==> src/rtl/uart_pkg.sv <==
// Shared definitions for the UART/ALU frame assembler: default widths,
// the state encoding and the ALU opcode values.
package uart_pkg;

  localparam int NB_DATA_DEFAULT = 8;
  localparam int NB_OP_DEFAULT   = 6;

  typedef enum logic [2:0] {
    ST_WAIT_A  = 3'd0,
    ST_WAIT_B  = 3'd1,
    ST_WAIT_OP = 3'd2,
    ST_LOAD    = 3'd3,
    ST_WAIT_TX = 3'd4
  } state_t;

  localparam logic [5:0] OP_ADD = 6'h20;
  localparam logic [5:0] OP_SUB = 6'h22;
  localparam logic [5:0] OP_AND = 6'h24;
  localparam logic [5:0] OP_OR  = 6'h25;
  localparam logic [5:0] OP_XOR = 6'h26;
  localparam logic [5:0] OP_SRA = 6'h03;
  localparam logic [5:0] OP_SRL = 6'h02;
  localparam logic [5:0] OP_NOR = 6'h27;

endpackage

==> src/rtl/frame_timeout_counter.sv <==
// Inter-byte watchdog: counts enabled cycles since the last clear and flags
// the cycle in which the count sits at TIMEOUT-1. TIMEOUT of 0 never expires.
module frame_timeout_counter #(
  parameter int                    NB_TIMEOUT = 20,
  parameter logic [NB_TIMEOUT-1:0] TIMEOUT    = 20'd868000
) (
  input  logic clk,
  input  logic rst_n,
  input  logic clear,
  input  logic enable,
  output logic expired
);

  localparam logic [NB_TIMEOUT-1:0] LAST = TIMEOUT - NB_TIMEOUT'(1);

  logic [NB_TIMEOUT-1:0] count;

  // A clear in the same cycle (an accepted byte) suppresses expiry.
  assign expired = (TIMEOUT != '0) && enable && !clear && (count == LAST);

  // NOTE: sequential state is written only with non-blocking assignments so
  // every flop samples pre-edge values regardless of process ordering.
  always_ff @(posedge clk or negedge rst_n) begin
    if (!rst_n) begin
      count <= '0;
    end else if (clear || !enable || expired) begin
      count <= '0;
    end else begin
      count <= count + NB_TIMEOUT'(1);
    end
  end

endmodule

==> src/rtl/uart_alu_interface.sv <==
// Collects A, B and opcode bytes from the UART receiver, drives the ALU and
// hands the registered result to the transmitter with a start/done handshake.
module uart_alu_interface
  import uart_pkg::*;
#(
  parameter int                    NB_DATA    = NB_DATA_DEFAULT,
  parameter int                    NB_OP      = NB_OP_DEFAULT,
  parameter int                    NB_TIMEOUT = 20,
  parameter logic [NB_TIMEOUT-1:0] TIMEOUT    = 20'd868000
) (
  input  logic               i_clock,
  input  logic               i_reset,
  input  logic               i_rx_done_tick,
  input  logic [NB_DATA-1:0] i_rx_data,
  input  logic [NB_DATA-1:0] i_alu_result,
  input  logic               i_tx_done_tick,
  output logic [NB_DATA-1:0] o_data_a,
  output logic [NB_DATA-1:0] o_data_b,
  output logic [NB_OP-1:0]   o_op,
  output logic [NB_DATA-1:0] o_tx_data,
  output logic               o_tx_start,
  output logic               o_busy,
  output logic               o_timeout,
  output logic               o_overrun
);

  state_t state, state_next;
  logic   accept_a, accept_b, accept_op;
  logic   overrun, timeout_hit, expired;
  logic   in_frame;

  assign in_frame = (state == ST_WAIT_B) || (state == ST_WAIT_OP);
  assign o_busy   = (state != ST_WAIT_A);

  frame_timeout_counter #(
    .NB_TIMEOUT (NB_TIMEOUT),
    .TIMEOUT    (TIMEOUT)
  ) u_timeout (
    .clk     (i_clock),
    .rst_n   (i_reset),
    .clear   (accept_a | accept_b | accept_op),
    .enable  (in_frame),
    .expired (expired)
  );

  always_ff @(posedge i_clock or negedge i_reset) begin
    if (!i_reset) state <= ST_WAIT_A;
    else          state <= state_next;
  end

  // NOTE: every signal written here gets a default first, so no path can
  // leave one unassigned and infer a latch.
  always_comb begin
    state_next  = state;
    accept_a    = 1'b0;
    accept_b    = 1'b0;
    accept_op   = 1'b0;
    overrun     = 1'b0;
    timeout_hit = 1'b0;
    case (state)
      ST_WAIT_A: begin
        if (i_rx_done_tick) begin
          accept_a   = 1'b1;
          state_next = ST_WAIT_B;
        end
      end
      ST_WAIT_B: begin
        if (i_rx_done_tick) begin
          accept_b   = 1'b1;
          state_next = ST_WAIT_OP;
        end else if (expired) begin
          timeout_hit = 1'b1;
          state_next  = ST_WAIT_A;
        end
      end
      ST_WAIT_OP: begin
        if (i_rx_done_tick) begin
          accept_op  = 1'b1;
          state_next = ST_LOAD;
        end else if (expired) begin
          timeout_hit = 1'b1;
          state_next  = ST_WAIT_A;
        end
      end
      ST_LOAD: begin
        overrun    = i_rx_done_tick;
        state_next = ST_WAIT_TX;
      end
      ST_WAIT_TX: begin
        // A byte coincident with tx_done is still dropped as an overrun.
        overrun = i_rx_done_tick;
        if (i_tx_done_tick) state_next = ST_WAIT_A;
      end
      default: state_next = ST_WAIT_A;
    endcase
  end

  always_ff @(posedge i_clock or negedge i_reset) begin
    if (!i_reset) begin
      o_data_a   <= '0;
      o_data_b   <= '0;
      o_op       <= '0;
      o_tx_data  <= '0;
      o_tx_start <= 1'b0;
      o_timeout  <= 1'b0;
      o_overrun  <= 1'b0;
    end else begin
      o_tx_start <= (state == ST_LOAD);
      o_timeout  <= timeout_hit;
      o_overrun  <= overrun;
      if (accept_a)           o_data_a  <= i_rx_data;
      if (accept_b)           o_data_b  <= i_rx_data;
      if (accept_op)          o_op      <= i_rx_data[NB_OP-1:0];
      if (state == ST_LOAD)   o_tx_data <= i_alu_result;
    end
  end

endmodule

==> config.mk <==
export PLATFORM = sky130hd
export DESIGN_NAME = uart_alu_interface
export DESIGN_NICKNAME = d
export VERILOG_FILES = /design/src/rtl/uart_pkg.sv /design/src/rtl/frame_timeout_counter.sv /design/src/rtl/uart_alu_interface.sv
export SDC_FILE = /design/constraint.sdc
export NUM_CORES = 1
export LEC_CHECK = 0
export CAP_MARGIN = 20
export CORE_ASPECT_RATIO = 0.9
export CORE_MARGIN = 4
export CORE_UTILIZATION = 41
export CTS_CLUSTER_DIAMETER = 150
export DETAILED_ROUTE_END_ITERATION = 6
export PLACE_DENSITY = 0.71
export SYNTH_ARGS = -nofsm -noshare
export SYNTH_HDL_FRONTEND = slang
export SYNTH_SLANG_ARGS = --single-unit
==> constraint.sdc <==
create_clock -name i_clock -period 6.5 [get_ports i_clock]
set_clock_uncertainty 0.2 [all_clocks]
set_input_delay 1.3 -clock i_clock [delete_from_list [all_inputs] [get_ports i_clock]]
set_output_delay 1.3 -clock i_clock [all_outputs]
set_load 0.03 [all_outputs]
==> flow_summary.json <==
{
  "status": "complete, no violations",
  "start_kind": "flop",
  "netlist_area_um2": 2390,
  "grt_pass1_wl_um": 8420,
  "io_pins": 54,
  "final_common_cell": "dfrtp_1",
  "via_per_inst": 5.08,
  "firstDrtPassIters": 4,
  "synthCells": 212,
  "fin_setup_tns_ps": 0,
  "drive_above_1_share_pct": 13.0,
  "grt_pass1_vias": 1853,
  "filler_cell_count": 506,
  "synthToLayoutAreaGrowth_pct": 29.0,
  "grt_start_max_net_pins": 57,
  "cts_num_sinks": 56,
  "place_inst": 332,
  "die_x_um": 88.6,
  "post-cts-setup-buffer-count": 0,
  "htreeDepth": 2,
  "ctsHoldBuffers": 0,
  "cts_tree": "built",
  "overflow": 0,
  "numCtsBuffers": 5,
  "yosysWarnings": 0,
  "cap_violations": 0,
  "setup_viol": 0,
  "hold_class": "flop to flop",
  "total_leakage_power_nw": 1.24,
  "finalCritPeriodShare_pct": 50.2,
  "synth_top_area_cell": "dfrtp_1",
  "worst_ep_arrival_time_ps": 1760,
  "antennaDiodeCount": 0,
  "drtAntennaViolNets": 0,
  "rsz0062_at_grt": "false",
  "worstMarginPinSlew_ps": 751,
  "ys_ff_latch": 56,
  "power_mw": 1.35,
  "wirelength_um": 4820,
  "critPathKind": "flop to primary output",
  "fin_cells": 340,
  "clockBufferDepth": 2,
  "clkLatencyLatePin_ps": 310,
  "antenna_found_initial": 0,
  "dp_hpwl_um": 3490,
  "placementRows": 26,
  "slew_headroom_pct": 49.8,
  "crit_fanout": 7,
  "grt_use_total_pct": 15.4,
  "synth_area_per_cell_um2": 11.3,
  "ys_top_cells_by_area": "dfrtp_1 59%, mux2_2 10%, nand2_1 5.0%, xnor2_1 3.7%, nor2_1 3.4%",
  "slew_viol_final": 0,
  "die_h_um": 80.5,
  "dieArea_um2": 7130,
  "cts_resized": 0,
  "path_clk_slew_ps": 100,
  "layout_common_cells": "56 x dfrtp_1, 52 x clkdlybuf4s50_1, 32 x nand2_1",
  "routabilityCongestion": 0.767,
  "yosysUniqueCellTypes": 33,
  "synth_top_area_share_pct": 58.5,
  "layout_min_cycle_time_ps": 3260,
  "cp-end-kind": "primary output",
  "hold_violations": 0,
  "floorplan.core_area_um2": 5660,
  "wl_per_cell_um": 14.2,
  "cp.required_ps": 5000,
  "nNetsFinal": 290,
  "clockRootBuffer": "clkbuf_8",
  "drc": 0,
  "ir_drop_mv": 0.242,
  "initial_utilization_pct": 42.3,
  "io_buffer_count": 53,
  "synth-seq-area-share_pct": 58.5,
  "power.density_nw_per_um2": 437,
  "hold-worst-slack_ps": 282,
  "syn_nets": 233,
  "vias": 1728,
  "drt_iter0_drc": 98,
  "max_freq_ghz": 0.307
}
==> worst max-delay path, cell delays in order (launching register included) <==
cell and delay, ps:
dfrtp_1 460, or3_1 400, clkdlybuf4s50_1 600
==> power breakdown <==
part	internal (mW)	switching [mW]	leakage, nW
Combinational	0.284	0.352	0.478
Sequential	0.458	0.0682	0.717
Clock	0.0771	0.111	0.0456
==> cell families after synthesis <==
group	count (synthesis)	share of synthesized area, %
DFF	56	58.5
xor gates and xnor gates	13	4.75
buffers and inverters	11	1.78
adders and majority gates	1	0.522
AOI/OAI and AO/OA	14	3.87
and+or+nand+nor	94	19.8
muxes	23	10.8
==> stage by stage <==
stage	setup WS [ps]	utilization, %	instance area [um^2]
final	3240	54.6	3090
after global routing	3160	54.6	3090
after CTS	3220	54.6	3090
after detailed placement	3200	53.1	3000
after global placement	3260	53.1	3000
after floorplan	4010	-	2390
==> cell usage after synthesis, drive strengths merged <==
library cell	count
dfrtp	56
nand2	32
mux2	22
nor2	22
xnor2	10
nand3	9
a21oi	5
inv	5
nand4	5
nor3	5
or4	5
clkbuf	4
nor4	4
nand2b	3
nand3b	3
o31ai	3
xor2	3
nor4bb	2
or3	2
a211o	1
a211oi	1
a21boi	1
and3	1
and4	1
buf	1
clkinv	1
ha	1
mux2i	1
o21ai	1
o21bai	1
o41ai	1
==> worst paths after layout <==
kind / from / endpoint / slack, ps / depth (start not counted)
worst max-delay path: state[1] / o_busy / 3240 / 2
worst min-delay path: o_tx_data[2] / o_tx_data[2] / 280 / 2
worst max register to register: u_timeout.count[0] / u_timeout.count[18] / 4100 / 5
worst min register to register: o_tx_data[2] / o_tx_data[2] / 280 / 2
max in group asynchronous: i_reset / o_tx_data[7] / 4750 / 2
min in group asynchronous: i_reset / o_data_a[2] / 900 / 2
==> per-layer routing <==
layer | global-route usage, % | share of wire [%] | up-vias
met5 | 0 | 0 | -
met4 | 6.95 | 1.5 | 0
met3 | 2.97 | 5.0 | 4
met2 | 26.1 | 49 | 37
met1 | 18.8 | 45 | 837
li1 | - | - | 850
==> sequential cells by signal, summed over array words and instances (netlist names) <==
register,count
o_tx_start,1
o_data_b,8
o_overrun,1
o_data_a,8
o_op,6
o_timeout,1
state,3
o_tx_data,8
u_timeout.count,20
==> area by class of cell <==
type / instances / area, um^2 / area share, %
Inverter: 6 / 22.5 / 0.729
Timing Repair Buffer: 55 / 541 / 17.5
Tap cell: 70 / 87.6 / 2.84
Sequential cell: 56 / 1400 / 45.4
Clock buffer: 6 / 72.6 / 2.35
Clock inverter: 2 / 13.8 / 0.446
Multi-Input combinational cell: 145 / 951 / 30.8
Note: power is estimated with default switching activity, not from simulation.
